### config.mk
export PLATFORM = sky130hd
export DESIGN_NAME = vehicle_sensor_conditioner
export DESIGN_NICKNAME = d
export VERILOG_FILES = /design/src/rtl/vehicle_sensor_conditioner.sv
export SDC_FILE = /design/constraint.sdc
export NUM_CORES = 1
export LEC_CHECK = 0
export CORE_MARGIN = 3
export CORE_UTILIZATION = 52
export DETAILED_ROUTE_END_ITERATION = 6
export GPL_ROUTABILITY_DRIVEN = 1
export PLACE_DENSITY = 0.76
export SYNTH_ARGS = -nofsm -noshare
export SYNTH_HDL_FRONTEND = slang
export SYNTH_SLANG_ARGS = --single-unit
### constraint.sdc
create_clock -name clk -period 2.1 [get_ports clk]
set_input_delay 0.21 -clock clk [delete_from_list [all_inputs] [get_ports clk]]
set_output_delay 0.21 -clock clk [all_outputs]
set_load 0.03 [all_outputs]
### src/rtl/vehicle_sensor_conditioner.sv
// Two-channel inductive-loop conditioner: synchroniser, debounce, presence hold,
// saturating vehicle counter and stuck-loop detection with fail-safe demand.
module vehicle_sensor_conditioner #(
    parameter int DB_CYCLES    = 4,
    parameter int HOLD_CYCLES  = 10,
    parameter int STUCK_CYCLES = 200,
    parameter int CNT_W        = 8
) (
    input  logic             clk,
    input  logic             rst,
    input  logic             main_loop_raw,
    input  logic             side_loop_raw,
    input  logic             count_clr,
    output logic             main_sensor,
    output logic             side_sensor,
    output logic [CNT_W-1:0] main_count,
    output logic [CNT_W-1:0] side_count,
    output logic             main_fault,
    output logic             side_fault
);

    // One shared run counter per channel covers debounce, hold and stuck timing.
    localparam int MAX_AB  = (DB_CYCLES > HOLD_CYCLES) ? DB_CYCLES : HOLD_CYCLES;
    localparam int MAX_RUN = (MAX_AB > STUCK_CYCLES) ? MAX_AB : STUCK_CYCLES;
    localparam int RUN_W   = $clog2(MAX_RUN + 1);

    localparam logic [RUN_W-1:0] DB_TC    = RUN_W'(DB_CYCLES);
    localparam logic [RUN_W-1:0] HOLD_TC  = RUN_W'(HOLD_CYCLES);
    localparam logic [RUN_W-1:0] STUCK_TC = RUN_W'(STUCK_CYCLES);

    typedef enum logic [2:0] {
        ST_IDLE,
        ST_QUALIFY,
        ST_PRESENT,
        ST_HOLD,
        ST_FAULT
    } state_t;

    logic [1:0]       w_raw;
    logic [1:0]       w_sensor;
    logic [1:0]       w_fault;
    logic [CNT_W-1:0] w_count [2];

    assign w_raw = {side_loop_raw, main_loop_raw};

    for (genvar ch = 0; ch < 2; ch++) begin : g_ch
        state_t           r_state;
        logic             r_ff1;
        logic             r_ff2;
        logic [RUN_W-1:0] r_run;
        logic             r_sensor;
        logic             r_fault;
        logic [CNT_W-1:0] r_count;
        logic             w_s;
        logic [RUN_W-1:0] w_run_inc;
        logic             w_qualified;

        assign w_s         = r_ff2;
        assign w_run_inc   = r_run + RUN_W'(1);
        assign w_qualified = w_s && (((r_state == ST_IDLE) && (DB_CYCLES == 1)) ||
                                     ((r_state == ST_QUALIFY) && (w_run_inc == DB_TC)));

        always_ff @(posedge clk) begin
            if (rst) begin
                r_ff1    <= 1'b0;
                r_ff2    <= 1'b0;
                r_state  <= ST_IDLE;
                r_run    <= '0;
                r_sensor <= 1'b0;
                r_fault  <= 1'b0;
                r_count  <= '0;
            end else begin
                r_ff1 <= w_raw[ch];
                r_ff2 <= r_ff1;

                // Clear takes priority over a same-edge qualification.
                if (count_clr) begin
                    r_count <= '0;
                end else if (w_qualified && (r_count != '1)) begin
                    r_count <= r_count + CNT_W'(1);
                end

                case (r_state)
                    ST_IDLE: begin
                        if (w_s) begin
                            if (DB_CYCLES == 1) begin
                                r_state  <= ST_PRESENT;
                                r_run    <= '0;
                                r_sensor <= 1'b1;
                            end else begin
                                r_state <= ST_QUALIFY;
                                r_run   <= RUN_W'(1);
                            end
                        end
                    end
                    ST_QUALIFY: begin
                        if (!w_s) begin
                            r_state <= ST_IDLE;
                            r_run   <= '0;
                        end else if (w_run_inc == DB_TC) begin
                            r_state  <= ST_PRESENT;
                            r_run    <= '0;
                            r_sensor <= 1'b1;
                        end else begin
                            r_run <= w_run_inc;
                        end
                    end
                    ST_PRESENT: begin
                        if (!w_s) begin
                            if (HOLD_CYCLES == 1) begin
                                r_state  <= ST_IDLE;
                                r_run    <= '0;
                                r_sensor <= 1'b0;
                            end else begin
                                r_state <= ST_HOLD;
                                r_run   <= RUN_W'(1);
                            end
                        end else if (w_run_inc == STUCK_TC) begin
                            r_state <= ST_FAULT;
                            r_run   <= '0;
                            r_fault <= 1'b1;
                        end else begin
                            r_run <= w_run_inc;
                        end
                    end
                    ST_HOLD: begin
                        if (w_s) begin
                            r_state <= ST_PRESENT;
                            r_run   <= '0;
                        end else if (w_run_inc == HOLD_TC) begin
                            r_state  <= ST_IDLE;
                            r_run    <= '0;
                            r_sensor <= 1'b0;
                        end else begin
                            r_run <= w_run_inc;
                        end
                    end
                    ST_FAULT: begin
                        // Demand stays forced high until the loop reads clean-low again.
                        if (w_s) begin
                            r_run <= '0;
                        end else if (w_run_inc == DB_TC) begin
                            r_state  <= ST_IDLE;
                            r_run    <= '0;
                            r_sensor <= 1'b0;
                            r_fault  <= 1'b0;
                        end else begin
                            r_run <= w_run_inc;
                        end
                    end
                    default: begin
                        r_state  <= ST_IDLE;
                        r_run    <= '0;
                        r_sensor <= 1'b0;
                        r_fault  <= 1'b0;
                    end
                endcase
            end
        end

        assign w_sensor[ch] = r_sensor;
        assign w_fault[ch]  = r_fault;
        assign w_count[ch]  = r_count;
    end

    assign main_sensor = w_sensor[0];
    assign side_sensor = w_sensor[1];
    assign main_fault  = w_fault[0];
    assign side_fault  = w_fault[1];
    assign main_count  = w_count[0];
    assign side_count  = w_count[1];

endmodule
==> key figures <==
CTS
  • CTS Buffer Depth: 2
  • H-tree depth: 2
  • CTS tree: built
  • TritonCTS buffer count: 5
  • Clk_lat worst skew: roughly 0.31 ns
  • Root buf cell: clkbuf_8
  • CTS Sinks: 46
  • CTS clock-pin slew for the worst setup and hold paths: around 0.090 ns

Place
  • DP Worst Slack: -0.0235 ns
  • GP Congestion: a little under 1
  • Placed cells: 486
  • IO Port Bufs: 24
  • Post-DP HPWL: roughly 5.3 mm
  • Placed inst area: between 3000 and 4000 µm²

Setup path
  • WP data arrival: between 2 and 2.5 ns
  • Worst reg2reg path startpoint: g_ch[1].r_run[3]$_SDFFE_PP0N_
  • CP required: between 2 and 2.5 ns
  • CP cell instances: and4_1, a211oi_2, o311a_1, buf_4, o21ai_0, buf_4, nand3_1, a31oi_1
  • Delay of the slowest cell on the worst path: approximately 0.43 ns
  • Reg2reg end: g_ch[1].r_run[4]$_SDFFE_PP0N_
  • Crit Path Max Fanout: 7
  • Critical path capture point type: flop
  • FF-to-FF path depth: 8
  • Buf+Inv Stages, Crit Path: 2
  • Worst path top cell family by delay: compound AO/OA/AOI/OAI gates
  • Critical-path top delay cell: dfxtp_1
  • CP Launch Type: flop
  • Crit-path most repeated cell: buf_4
  • Worst setup path class: flop to flop
  • Worst R2R Setup Slack: 0.05 ns

Timing
  • Fin Setup TNS: 0 ns
  • Skew final: around 0.0046 ns
  • Worst-Margin Slew: slightly above 0.6 ns
  • RSZ-0062 raised after global routing: yes
  • Tmin final: 2.05 ns
  • Final period util: 0.978
  • Fin worst setup slack: about 0.047 ns
  • Slew headroom: 0.587
  • Final Hold Fails: 0
  • Peak Freq: ~0.49 GHz
  • # setup viols final: 0
  • Slew Viols, Final: 0

Job
  • Max-cap check violation count: 0

Routing
  • Routed vias: 2,947
  • DRC: 0
  • Antenna viol nets, final: 0
  • Wirelength, routed: 7.39 mm
  • Drt via density: approximately 5.9
  • WL per Instance: approximately 15 µm
  • DRT iter0 DRCs: around 150
  • TritonRoute pass-1 iters: 4

Run status
  • Status: complete, no violations

Synthesis
  • Post-Syn Area: 2940 µm²
  • Ys async rst share: 0
  • Most frequent cells after synthesis: 50 x nor2_1, 46 x dfxtp_1, 37 x nand2_1, 19 x a21oi_1, 19 x o21ai_0
  • Synthesized netlist net count: just under 400
  • Synth Register Bits: 46
  • Post-Synthesis Cells: roughly 380
  • Ys flop type: dfxtp_1
  • Post-synth top area share: 0.314
  • Register area share after synthesis: 0.314
  • Synth Area per Inst: just under 8 µm²
  • Top cells by area, synth: dfxtp_1 31%, nor2_1 6.4%, nand2_1 4.7%
  • Area leader, netlist: dfxtp_1
  • Synth unique cells: between 60 and 70
  • Syn. warnings: 0
  • Most common cell in the netlist: nor2_1
  • Number of synthesized flops with an enable pin: 0

Worst hold path
  • Hold EP: g_ch[0].r_ff1$_SDFF_PP0_
  • Hold path start: main_loop_raw
  • Hold path cells: 2
  • Hold crit path type: input port to flop

Power and ir drop
  • PD cells: about 440 nW/µm²
  • P_leak: 1.33 nW
  • Peak supply drop: 341 µV

Global route
  • Vias in the first global route: 2,680
  • Antenna violations before repair: 0
  • GRT Util Overall: 0.233
  • First-pass GRT wire length: around 12 mm
  • Largest net degree at the start of global routing: 18
  • Residual overflow from global routing: 0

Final layout
  • Multi-input gate area: around 1900 µm²
  • Storage element area: about 900 µm²
  • Layout Cells excl Fill: a little under 500
  • Antenna diodes: 0
  • Layout area overhead: 23.2%
  • Final nets: 437
  • Final std cell area, no fill: 3620 µm²
  • Layout cells sized above 1: 0.169
  • Fill cells: ~450

Die
  • Area of the core: ~5300 µm²
  • Die area: approximately 6600 µm²
  • I/O pins: 25
  • Initial Util: 0.557
  • Vert. Die Dim: 81.2 µm
  • Rows: 26
  • Die X: 81.2 µm
## routing by layer
metal / global-route usage / routed length (µm)
met1: 0.314 / 3550
met4: 0.0659 / 87
met3: 0.0488 / 306
met2: 0.374 / 3440
met5: 0 / 0
## cell families (layout without fill, tap and decap cells)
kind of cell,count (synthesis),in the layout,share of synthesized area
AND/OR/NAND/NOR,180,180,0.307
AO/OA/AOI/OAI,93,93,0.237
flip-flops,46,46,0.314
buffers and inverters,37,82,0.0558
XOR/XNOR,16,16,0.0477
adder cells (fa/ha/maj),6,6,0.0256
multiplexers,4,4,0.0136
## power by group
group / internal, mW / switching, mW / leakage, nW
clock: 0.265 / 0.328 / 0.0472
sequential: 0.881 / 0.00764 / 0.374
combinational: 0.0421 / 0.0620 / 0.906
## worst register-to-register path: cells and delay by family (launching register included)
| family | cells | cell delay, ns |
|---|---|---|
| flops | 1 | 0.43 |
| compound gates | 4 | 0.86 |
| buf+inv | 2 | 0.32 |
| simple gates | 2 | 0.38 |
## worst max path at each step
stage                                             start  cells after the start  slack, ns                            end
after floorplan           g_ch[1].r_run[1]$_SDFFE_PP0N_                      9      -0.02     side_count[7]$_SDFFE_PP0P_
after global placement    g_ch[1].r_run[0]$_SDFFE_PP0N_                      8       0.02     side_count[5]$_SDFFE_PP0P_
after detailed placement  g_ch[1].r_run[0]$_SDFFE_PP0N_                      8      -0.02     side_count[7]$_SDFFE_PP0P_
after CTS                 g_ch[1].r_run[0]$_SDFFE_PP0N_                      8      0.002     side_count[7]$_SDFFE_PP0P_
after global routing      g_ch[1].r_run[0]$_SDFFE_PP0N_                      7      -0.13  g_ch[1].r_run[5]$_SDFFE_PP0N_
final                     g_ch[1].r_run[3]$_SDFFE_PP0N_                      8       0.05  g_ch[1].r_run[4]$_SDFFE_PP0N_
## through the flow
stage               utilization  power, mW  hold slack (ns)
floorplan                     -      0.970            0.338
CTS                       0.670       1.58            0.456
finish                    0.687       1.59            0.451
global route              0.687       1.64            0.455
global placement          0.648       1.01            0.420
detailed placement        0.648       1.01            0.446
## cell type report
cell class	instances	share of cell area
inverters	12	0.0124
flip-flops and latches	46	0.256
repair buffers	62	0.145
clock buffers	6	0.0228
well taps	70	0.0242
multi-input cells	299	0.536
clock inverters	2	0.00346
## registers in the layout (all words and copies together) (netlist names)
name	count
g_ch.r_run	16
g_ch.r_ff1	2
main_sensor	1
side_fault	1
g_ch.r_ff2	2
side_sensor	1
main_fault	1
g_ch.r_state	6
side_count	8
main_count	8
## layout by cell type (no fill, tap or decap), drive strengths merged, types with 3 or more instances in the layout
cell	instances
nor2b	10
nor2	50
o311ai	3
a21oi	19
mux2i	4
clkdlybuf4s50	24
o21ai	20
nor4b	3
nand2	37
clkinv	3
and2	3
o31ai	6
and4	3
o41ai	3
a2111oi	4
ha	6
nand4	6
a41o	3
buf	38
nor4	8
nand2b	10
o2111ai	4
a211oi	5
xnor2	10
nand3	17
nor3b	4
inv	10
and3	8
nor3	14
o211ai	3
clkbuf	6
dfxtp	46
xor2	6
## timing repair
item | CTS | global route
gates resized for setup | 3 | 18
setup endpoints to repair | 2 | 14
hold endpoints to repair | 0 | 0
pin swaps | 0 | 4
setup buffers | 0 | 3
hold buffers | 0 | 0
(Power assumes the default switching activity.)
